--- src/rtl/dcache_wb_pkg.sv ---
// Shared types and helpers for the direct-mapped write-back data cache.
package dcache_wb_pkg;

    localparam int DC_WORD_BYTES = 4;

    typedef enum logic [1:0] {
        DC_IDLE,
        DC_WRITEBACK,
        DC_REFILL
    } dcache_state_e;

    // Byte-lane merge used by store hits.
    function automatic logic [31:0] dc_merge_word(
        input logic [31:0]              old_word,
        input logic [31:0]              new_word,
        input logic [DC_WORD_BYTES-1:0] be
    );
        logic [31:0] merged;
        merged = old_word;
        for (int k = 0; k < DC_WORD_BYTES; k++) begin
            if (be[k]) begin
                merged[8*k +: 8] = new_word[8*k +: 8];
            end
        end
        return merged;
    endfunction

endpackage

--- src/rtl/dcache_wb_line_store.sv ---
// Tag/valid/dirty/data arrays for the cache; valid and dirty clear on reset,
// tags and data do not.
module dcache_wb_line_store
    import dcache_wb_pkg::*;
#(
    parameter int LINE_ADDR_LEN = 3,
    parameter int SET_ADDR_LEN  = 4,
    parameter int TAG_ADDR_LEN  = 4
) (
    input  logic                           clk,
    input  logic                           rst_n,
    input  logic [SET_ADDR_LEN-1:0]        set_i,
    input  logic [LINE_ADDR_LEN-1:0]       word_i,
    input  logic                           word_we_i,
    input  logic [DC_WORD_BYTES-1:0]       word_be_i,
    input  logic [31:0]                    word_wdata_i,
    input  logic                           line_we_i,
    input  logic [TAG_ADDR_LEN-1:0]        line_tag_i,
    input  logic [(32<<LINE_ADDR_LEN)-1:0] line_wdata_i,
    output logic                           valid_o,
    output logic                           dirty_o,
    output logic [TAG_ADDR_LEN-1:0]        tag_o,
    output logic [(32<<LINE_ADDR_LEN)-1:0] line_o,
    output logic [31:0]                    word_o
);

    localparam int SETS = 1 << SET_ADDR_LEN;
    localparam int LW   = 32 << LINE_ADDR_LEN;

    logic [SETS-1:0]         valid_q, valid_d;
    logic [SETS-1:0]         dirty_q, dirty_d;
    logic [TAG_ADDR_LEN-1:0] tag_mem  [SETS];
    logic [LW-1:0]           data_mem [SETS];

    always_comb begin
        valid_d = valid_q;
        dirty_d = dirty_q;
        if (line_we_i) begin
            valid_d[set_i] = 1'b1;
            dirty_d[set_i] = 1'b0;
        end else if (word_we_i) begin
            dirty_d[set_i] = 1'b1;
        end
    end

    always_ff @(posedge clk or negedge rst_n) begin
        if (!rst_n) begin
            valid_q <= '0;
            dirty_q <= '0;
        end else begin
            valid_q <= valid_d;
            dirty_q <= dirty_d;
        end
    end

    // Arrays are plain RAM; a full-line refill takes priority over a word store.
    always_ff @(posedge clk) begin
        if (line_we_i) begin
            tag_mem[set_i]  <= line_tag_i;
            data_mem[set_i] <= line_wdata_i;
        end else if (word_we_i) begin
            data_mem[set_i][{word_i, 5'd0} +: 32] <=
                dc_merge_word(data_mem[set_i][{word_i, 5'd0} +: 32], word_wdata_i, word_be_i);
        end
    end

    assign valid_o = valid_q[set_i];
    assign dirty_o = dirty_q[set_i];
    assign tag_o   = tag_mem[set_i];
    assign line_o  = data_mem[set_i];
    assign word_o  = line_o[{word_i, 5'd0} +: 32];

endmodule

--- src/rtl/dcache_wb.sv ---
// Direct-mapped write-back, write-allocate data cache: miss FSM, hit path
// and access counters around dcache_wb_line_store.
module dcache_wb
    import dcache_wb_pkg::*;
#(
    parameter int LINE_ADDR_LEN = 3,
    parameter int SET_ADDR_LEN  = 4,
    parameter int TAG_ADDR_LEN  = 4
) (
    input  logic                                 clk,
    input  logic                                 rst_n,
    input  logic                                 req_i,
    input  logic                                 we_i,
    input  logic [3:0]                           be_i,
    input  logic [31:0]                          addr_i,
    input  logic [31:0]                          wdata_i,
    output logic [31:0]                          rdata_o,
    output logic                                 miss_o,
    output logic                                 mem_req_o,
    output logic                                 mem_we_o,
    output logic [TAG_ADDR_LEN+SET_ADDR_LEN-1:0] mem_addr_o,
    output logic [(32<<LINE_ADDR_LEN)-1:0]       mem_wline_o,
    input  logic [(32<<LINE_ADDR_LEN)-1:0]       mem_rline_i,
    input  logic                                 mem_gnt_i,
    output logic [31:0]                          hit_cnt_o,
    output logic [31:0]                          miss_cnt_o
);

    localparam int LW      = 32 << LINE_ADDR_LEN;
    localparam int TAG_LSB = LINE_ADDR_LEN + SET_ADDR_LEN + 2;

    logic [LINE_ADDR_LEN-1:0] word;
    logic [SET_ADDR_LEN-1:0]  set;
    logic [TAG_ADDR_LEN-1:0]  tag;
    logic                     unused_addr;

    assign word        = addr_i[LINE_ADDR_LEN+1:2];
    assign set         = addr_i[LINE_ADDR_LEN+2 +: SET_ADDR_LEN];
    assign tag         = addr_i[TAG_LSB +: TAG_ADDR_LEN];
    assign unused_addr = ^{addr_i[31:TAG_LSB+TAG_ADDR_LEN], addr_i[1:0]};

    dcache_state_e state_q, state_d;
    logic [31:0]   rdata_q, rdata_d;
    logic [31:0]   hit_cnt_q, hit_cnt_d;
    logic [31:0]   miss_cnt_q, miss_cnt_d;

    logic                    line_valid, line_dirty, hit;
    logic [TAG_ADDR_LEN-1:0] line_tag;
    logic [LW-1:0]           line_rd;
    logic [31:0]             word_rd;
    logic                    word_we, line_we;

    dcache_wb_line_store #(
        .LINE_ADDR_LEN (LINE_ADDR_LEN),
        .SET_ADDR_LEN  (SET_ADDR_LEN),
        .TAG_ADDR_LEN  (TAG_ADDR_LEN)
    ) u_store (
        .clk          (clk),
        .rst_n        (rst_n),
        .set_i        (set),
        .word_i       (word),
        .word_we_i    (word_we),
        .word_be_i    (be_i),
        .word_wdata_i (wdata_i),
        .line_we_i    (line_we),
        .line_tag_i   (tag),
        .line_wdata_i (mem_rline_i),
        .valid_o      (line_valid),
        .dirty_o      (line_dirty),
        .tag_o        (line_tag),
        .line_o       (line_rd),
        .word_o       (word_rd)
    );

    assign hit = line_valid & (line_tag == tag);

    // The core holds its request through a miss, so set/tag stay valid for the whole sequence.
    always_comb begin
        state_d    = state_q;
        rdata_d    = rdata_q;
        hit_cnt_d  = hit_cnt_q;
        miss_cnt_d = miss_cnt_q;
        word_we    = 1'b0;
        line_we    = 1'b0;
        case (state_q)
            DC_IDLE: begin
                if (req_i) begin
                    if (hit) begin
                        hit_cnt_d = hit_cnt_q + 32'd1;
                        if (we_i) begin
                            word_we = 1'b1;
                        end else begin
                            rdata_d = word_rd;
                        end
                    end else begin
                        miss_cnt_d = miss_cnt_q + 32'd1;
                        state_d    = (line_valid && line_dirty) ? DC_WRITEBACK : DC_REFILL;
                    end
                end
            end
            DC_WRITEBACK: begin
                if (mem_gnt_i) begin
                    state_d = DC_REFILL;
                end
            end
            DC_REFILL: begin
                if (mem_gnt_i) begin
                    line_we = 1'b1;
                    state_d = DC_IDLE;
                end
            end
            default: state_d = DC_IDLE;
        endcase
    end

    always_ff @(posedge clk or negedge rst_n) begin
        if (!rst_n) begin
            state_q    <= DC_IDLE;
            rdata_q    <= '0;
            hit_cnt_q  <= '0;
            miss_cnt_q <= '0;
        end else begin
            state_q    <= state_d;
            rdata_q    <= rdata_d;
            hit_cnt_q  <= hit_cnt_d;
            miss_cnt_q <= miss_cnt_d;
        end
    end

    assign miss_o      = (state_q != DC_IDLE) | (req_i & ~hit);
    assign mem_req_o   = (state_q != DC_IDLE);
    assign mem_we_o    = (state_q == DC_WRITEBACK);
    assign mem_addr_o  = (state_q == DC_WRITEBACK) ? {line_tag, set} : {tag, set};
    assign mem_wline_o = line_rd;
    assign rdata_o     = rdata_q;
    assign hit_cnt_o   = hit_cnt_q;
    assign miss_cnt_o  = miss_cnt_q;

endmodule

--- config.mk ---
export PLATFORM = sky130hd
export DESIGN_NAME = dcache_wb
export DESIGN_NICKNAME = d
export VERILOG_FILES = /design/src/rtl/dcache_wb_pkg.sv /design/src/rtl/dcache_wb_line_store.sv /design/src/rtl/dcache_wb.sv
export SDC_FILE = /design/constraint.sdc
export NUM_CORES = 2
export LEC_CHECK = 0
export CAP_MARGIN = 20
export CORE_UTILIZATION = 35
export CTS_CLUSTER_DIAMETER = 100
export CTS_CLUSTER_SIZE = 16
export DETAILED_ROUTE_END_ITERATION = 8
export GPL_ROUTABILITY_DRIVEN = 1
export GPL_TIMING_DRIVEN = 0
export PLACE_DENSITY = 0.58
export REMOVE_ABC_BUFFERS = 1
export SETUP_SLACK_MARGIN = 0.2
export SYNTH_ARGS = -nofsm -noshare
export SYNTH_HDL_FRONTEND = slang
export SYNTH_MEMORY_MAX_BITS = 65536
export SYNTH_SLANG_ARGS = --single-unit
--- constraint.sdc ---
create_clock -name clk -period 8.88 [get_ports clk]
set_input_delay 1.332 -clock clk [delete_from_list [all_inputs] [get_ports clk]]
set_output_delay 1.332 -clock clk [all_outputs]
set_load 0.03 [all_outputs]
# --- Word-level counts from Yosys, hierarchy flattened ---
# Memories as Yosys holds them, arrays and structs flattened.
# Cells that the tools add are included.
totals:
  word_cells: 591
  ram_bits: 4160
  input_bits: 329
  out_inout_bits: 363
  register_bits: 130
  memories: 2
classes:
  bitwise: 265
  n_eq_ne: 7
  muxes: 294
  magnitude_cmp: 2
  n_addsub: 3
  n_reduce_logical: 9
  shifts: 3
memory_table:
  columns: ["memory", "words", "word_bits", "rd", "rd_clocked_by_memory_dff", "write_ports", "line_no", "text"]
  rows:
  - ["u_store.data_mem", 16, 256, 1, 0, 1, "dcache_wb_line_store.sv:33", "logic [LW-1:0] data_mem [SETS];"]
  - ["u_store.tag_mem", 16, 4, 1, 0, 1, "dcache_wb_line_store.sv:32", "logic [TAG_ADDR_LEN-1:0] tag_mem [SETS];"]
ops:
  columns: ["op", "count"]
  rows:
  - ["$mux 1", 269]
  - ["$or 1x1->1", 257]
  - ["$mux 256", 1]
  - ["$shift 32x10->256 const A", 1]
  - ["$shiftx 256x9->32", 1]
  - ["$shiftx 32x10->256", 1]
  - ["$mux 8", 13]
  - ["$add 32x1->32 const B", 2]
  - ["$mux 16", 2]
  - ["$or 16x16->16", 2]
  - ["$and 16x16->16", 1]
  - ["$not 16->16", 1]
  - ["$mux 2", 5]
  - ["$neg 8->10", 1]
  - ["$bmux 1 s4", 2]
  - ["$reduce_and 4->1", 2]
  - ["$ne 2x2->1 const B", 3]
  - ["$pmux 2 s3", 1]
  - ["$reduce_and 3->1", 2]
  - ["$lt 4x5->1 const B", 1]
  - ["$demux 1 s4", 1]
  - ["$eq 4x4->1", 1]
  - ["$ge 4x1->1 const B", 1]
  - ["$reduce_bool 2->1", 2]
  - ["other kinds (7)", 10]

# --- Longest topological paths before layout ---
logic_depth:
  depth_word: 10
  mapped_depth: 17

# --- By module ---
# Synthesis repeated with hierarchy kept, for this count alone.
hier_totals:
  hier_cells: 8964
  hier_area_um2: 174407.3
by_module_without_submodules:
  columns: ["mod", "area_each_um2", "n_inst", "cells_each"]
  rows:
  - ["dcache_wb_line_store", 169970.5, 1, 8595]
  - ["dcache_wb", 4436.8, 1, 369]

# --- Worst setup path before layout ---
# OpenSTA, ideal clock, no wires.
synth_path:
  kind: "input to register"
  from: "input addr_i[2]"
  to: "memory u_store.data_mem[0][224] (netlist name) (enable)"
  stages: 13
  arrival_ns: 5.625
  n_path_buf: 6
  slack_ns: 2.823
  setup_ns: 0.432
  cell_sequence: "buf_4 > inv_1 > clkbuf_1 > buf_1 > buf_1 > ha_1 > ha_1 > nor2b_1 > nand2_1 > or4_1 > buf_2 > buf_2 > a21oi_1"
synth_between:
  elab_chain_cells: 4
synth_lines:
  columns: ["element", "line_no", "text"]
  rows:
  - ["from (decl)", "dcache_wb.sv:15", "input logic [31:0] addr_i,"]
  - ["$neg 8->10", "dcache_wb_line_store.sv:62", "data_mem[set_i][{word_i, 5'd0} +: 32] <="]
  - ["$shift 32x10->256", "dcache_wb_line_store.sv:62", null]
  - ["$mux 256 (not written as such)", "dcache_wb_line_store.sv:62", null]
  - ["$or 1x1->1 (no line)", null, null]
  - ["to (decl)", "dcache_wb_line_store.sv:33", null]
# No other way between the ends.

# --- Final worst setup path ---
layout_path:
  from: "input addr_i[6]"
  to: "output mem_wline_o[128]"
layout_between:
  elab_chain_cells: 1
layout_lines:
  columns: ["element", "line_no", "text"]
  rows:
  - ["$mem_v2 16x256", null, null]
  - ["to (decl)", "dcache_wb.sv:22", "output logic [(32<<LINE_ADDR_LEN)-1:0] mem_wline_o,"]
# No other way between the ends.

==> Implementation_results.wiki <==
{| class="wikitable"
! Metric !! Value
|-
| Dominant combinational cell family by area after synthesis || multiplexers
|-
| Simple logic cell fraction of the synthesized area || 3.39%
|-
| Boundary pin count || 692
|-
| Routed length per instance || 44.6 µm
|-
| Post-Synthesis Cells || 9354
|-
| Top layer reached by signal wires || met5
|-
| Post-CTS repair timing setup buffer count || 0
|-
| Area Growth Syn to Fin || 17.8%
|-
| Post-Route Skew || 0.109 ns
|-
| CTS Buf Count || 309
|-
| Final GP Congestion || 0.898
|-
| Share of synthesized area occupied by flip-flops and latches || 69.3%
|-
| Kind of end point of the critical path || output pin
|-
| Met2 WL post-DR || 331000 µm
|-
| Area inside the core boundary || 0.526 mm²
|-
| Data arrival at the endpoint of the critical path || 7.16 ns
|-
| Yosys warning count || 0
|-
| Average vias per placed instance || 6.43
|-
| Worst-Margin Slew || 1.37 ns
|-
| Die area || 0.531 mm²
|-
| Cell Area, Synth || 0.185 mm²
|-
| Post-detailed-placement half-perimeter wirelength || 562000 µm
|-
| Worst-case register-to-register setup slack || 3.23 ns
|-
| Reg2Reg Capture Point || u_store.data_mem[3][197]$_DFFE_PP_
|-
| Number of unique standard cell types used by synthesis || 104
|-
| Wirelength, routed || 777000 µm
|-
| Top cells by area in the synthesized netlist || edfxtp_1 (68%), mux4_2 (15%), mux2i_1 (2.7%)
|-
| Cell type with the highest aggregate area in the netlist || edfxtp_1
|-
| 1st-iter DRT viols || 19.9k
|-
| Post-route met1 wirelength || 268000 µm
|-
| Post-synthesis compound-gate area fraction || 3.87%
|-
| CP max stage delay || 0.94 ns
|-
| Adder-Cell Fraction of Synth Area || 0.0473%
|-
| Hold violation count in the final report || 0
|-
| DR vias || 112k
|-
| Logic depth of the worst register-to-register path || 10
|-
| RSZ-0062 raised after global routing || false
|-
| Reg-to-Reg Start || u_store.tag_mem[7][2]$_DFFE_PP_
|-
| Area share of xor/xnor cells in the synthesized design || 0.303%
|-
| WL met3 || 109000 µm
|-
| Residual antenna-violating net count after detailed routing || 0
|-
| Sum of internal, switching and leakage power || 41.6 mW
|-
| Count of nets after finishing || 10.6k
|-
| Initial antenna violation count || 115
|-
| Slew HR || 8.67%
|-
| Number of placement rows || 266
|-
| Most Frequent Cell on Critical Path || buf_16
|-
| Power density of the placed cells || 191 mW/mm²
|-
| Initial core utilization || 35.2%
|-
| Clock root buffer || clkbuf_16
|-
| First drt pass iteration count || 8
|-
| Final Max Slew Viols || 0
|-
| Final Critical Period || 8.50 ns
|-
| Max rail drop VDD || 0.160 mV
|-
| Cell chain of the critical path || buf_16 -> buf_16 -> buf_16 -> buf_16 -> buf_16 -> nor2b_4 -> buf_12 -> buf_12 -> a22oi_1 -> o21ai_0 -> o21ai_1 -> clkdlybuf4s50_1
|-
| Startpoint types || input pin
|-
| Number of global-route vias before repair || 105k
|-
| Peak Freq || 118 MHz
|-
| Fraction of layout instances using a drive strength above 1 || 24.8%
|-
| Result of the run || complete, no violations
|-
| Average size of a mapped cell || 19.8 µm²
|-
| Die Span X || 729 µm
|-
| DRC violations left || 0
|-
| Input/output buffers || 670
|-
| Number of sinks on the clock net || 4290
|-
| Kind of critical path || in -> out
|-
| CP Data Required Time || 7.55 ns
|-
| Clock transition at the registers of the reported paths || 0.07 ns
|-
| Yosys reg bits || 4290
|-
| Maximum buffer depth of the clock tree || 4
|-
| Slowest library cell on the worst path || o21ai_1
|-
| Class of the tightest hold or removal check || in -> async
|-
| Final setup viols || 0
|-
| Maximum number of pins on one net before global-route repair || 146
|-
| WHS || 0.183 ns
|-
| Area fraction of the dominant cell type after synthesis || 67.5%
|-
| Maximum capacitance violations || 0
|-
| Family of cells with the greatest summed delay on the critical path || buffers and inverters
|-
| Setup crit start || addr_i[6]
|-
| Overall die height || 729 µm
|-
| Number of enable-type register cells in the synthesized netlist || 4160
|-
| Count of buffer and inverter cells on the critical path || 8
|-
| Worst-path maximum fanout || 141
|-
| Clock tree from TritonCTS || yes
|-
| Top flip-flop cell by instance count after synthesis || edfxtp_1
|-
| Static leakage || 69.3 nW
|-
| Clock insertion delay at the later pin of the skew report || 1.09 ns
|-
| Grt ovf || 0
|-
| Wire length of the first global-routing pass || 1000000 µm
|-
| Post-Route Setup TNS || 0 ns
|-
| Final worst-path cycle share || 95.7%
|-
| Number of resized instances in the post-cts repair step || 0
|-
| Fraction of registers with async set/reset || 3.03%
|-
| Fraction of synthesized area in multiplexers || 20.4%
|-
| CTS H-Tree Depth || 5
|-
| Number of hold buffers added after CTS || 0
|-
| GRT Total Usage || 28.5%
|}
==> layout make-up <==
type	instances	area, µm²
fill	45555	308000
tap	6968	8720
clock buffer	426	8240
antenna	63	158
inverter	69	277
sequential	4290	128000
multi-input combinational	4334	53600
timing repair buffer	1247	18200
clock inverter	33	642
==> synth_stat cells, types with 12 or more instances <==
cell type	number
dfrtp_1	130
xor2_1	19
nand3_1	65
nand4_1	42
nor2b_1	12
o22ai_1	107
nor2_1	250
mux4_2	1214
or2_2	19
xnor2_1	45
buf_2	178
inv_1	65
a211oi_1	56
nor4_1	37
mux4_1	141
o22a_1	14
nor3_1	129
buf_4	75
nor3b_1	13
mux2i_1	497
clkbuf_1	208
and2_1	50
buf_1	47
mux2_2	128
or3_1	12
buf_8	13
a22oi_1	144
a31oi_1	97
o211ai_1	20
and4_1	19
buf_12	56
edfxtp_1	4160
or4_1	27
a221oi_1	16
a21oi_1	136
o2bb2ai_2	18
o21ai_0	85
nand2_1	493
a22o_1	64
o2bb2ai_1	126
buf_6	66
and3_1	46
==> metrics by stage <==
stage / setup WS, ns / utilization [%] / std cells / instance area, µm²
after floorplan: -3.68 / - / 8693 / 180000
after global placement: -233.50 / 37.2 / 16331 / 196000
after detailed placement: -0.0859 / 39.6 / 16834 / 208000
after CTS: 0.361 / 41.3 / 17294 / 217000
after global routing: 0.319 / 41.4 / 17387 / 218000
final: 0.385 / 41.5 / 17430 / 218000
==> cell usage in the layout, fill, tap and decap left out, types with 19 or more instances in the layout <==
master           Yosys  final
nor2_1             250    164
o21ai_0             85     75
diode_2              0     63
nor2_4               0     85
a21oi_1            136     87
nand3_1             65     54
buf_4               75    102
inv_1               65     63
o2bb2ai_1          126    126
mux2i_1            497    496
mux4_2            1214   1214
a21oi_4              0     51
a22o_1              64     64
nand2_1            493    490
dfrtp_1            130    130
o22ai_1            107    106
and3_1              46     45
xnor2_1             45     45
xor2_1              19     19
a211oi_1            56     53
a31oi_1             97     97
o211ai_1            20     20
clkdlybuf4s50_1      0    661
and2_1              50     49
nor4_1              37     34
clkbuf_1           208    114
mux2_2             128    128
nand4_1             42     42
buf_16               0    212
buf_12              56    201
buf_8               13     27
clkbuf_16            0    313
edfxtp_1          4160   4160
a22oi_1            144    142
nor3_1             129    122
or4_1               27     25
buf_6               66     36
mux4_1             141    141
==> registers in the layout (all words and copies together), names as in the netlist, named ones only <==
register	flops
u_store.data_mem	4096
state_q	2
u_store.valid_q	16
rdata_o	32
hit_cnt_o	32
u_store.tag_mem	64
miss_cnt_o	32
==> power by group <==
group	leakage [nW]	internal (mW)	switching (mW)
logic	25.8	1.75	3.35
registers	39.2	22.4	0.0996
clock network	4.26	6.63	7.35
total	69.3	30.8	10.8
==> worst register-to-register path, stage by stage, from the launching register on <==
cell and delay (ns):
edfxtp_1 0.37, mux4_1 0.48, mux2i_1 0.30, mux2_2 0.40, nor3_1 0.24, nand4_1 0.76
or4_4 1.13, buf_16 0.36, a21oi_4 0.74, buf_12 0.27, buf_16 0.23
==> cells by family after synthesis <==
kind of cell	after synthesis
AOI/OAI and AO/OA	978
and+or+nand+nor	1285
buffers and inverters	730
adders and majority gates	7
muxes	2000
DFF	4290
xor gates and xnor gates	64
==> routing by layer <==
metal	up-vias	GRT usage, %
met2	9372	41.1
met4	34	20.1
met5	-	0
met1	59886	35.5
li1	41143	-
met3	1677	10.2
==> worst max path at each step <==
stage                                                endpoint  slack (ns)  cells after the start
final                                        mem_wline_o[128]        0.38                     12
after global routing                         mem_wline_o[128]        0.32                     12
after CTS                                     mem_wline_o[68]        0.36                     10
after detailed placement  u_store.data_mem[10][133]$_DFFE_PP_       -0.09                     12
after global placement    u_store.data_mem[10][180]$_DFFE_PP_     -233.50                      4
after floorplan           u_store.data_mem[15][192]$_DFFE_PP_       -3.68                      7
No activity file was read; power rests on OpenSTA's default activity.
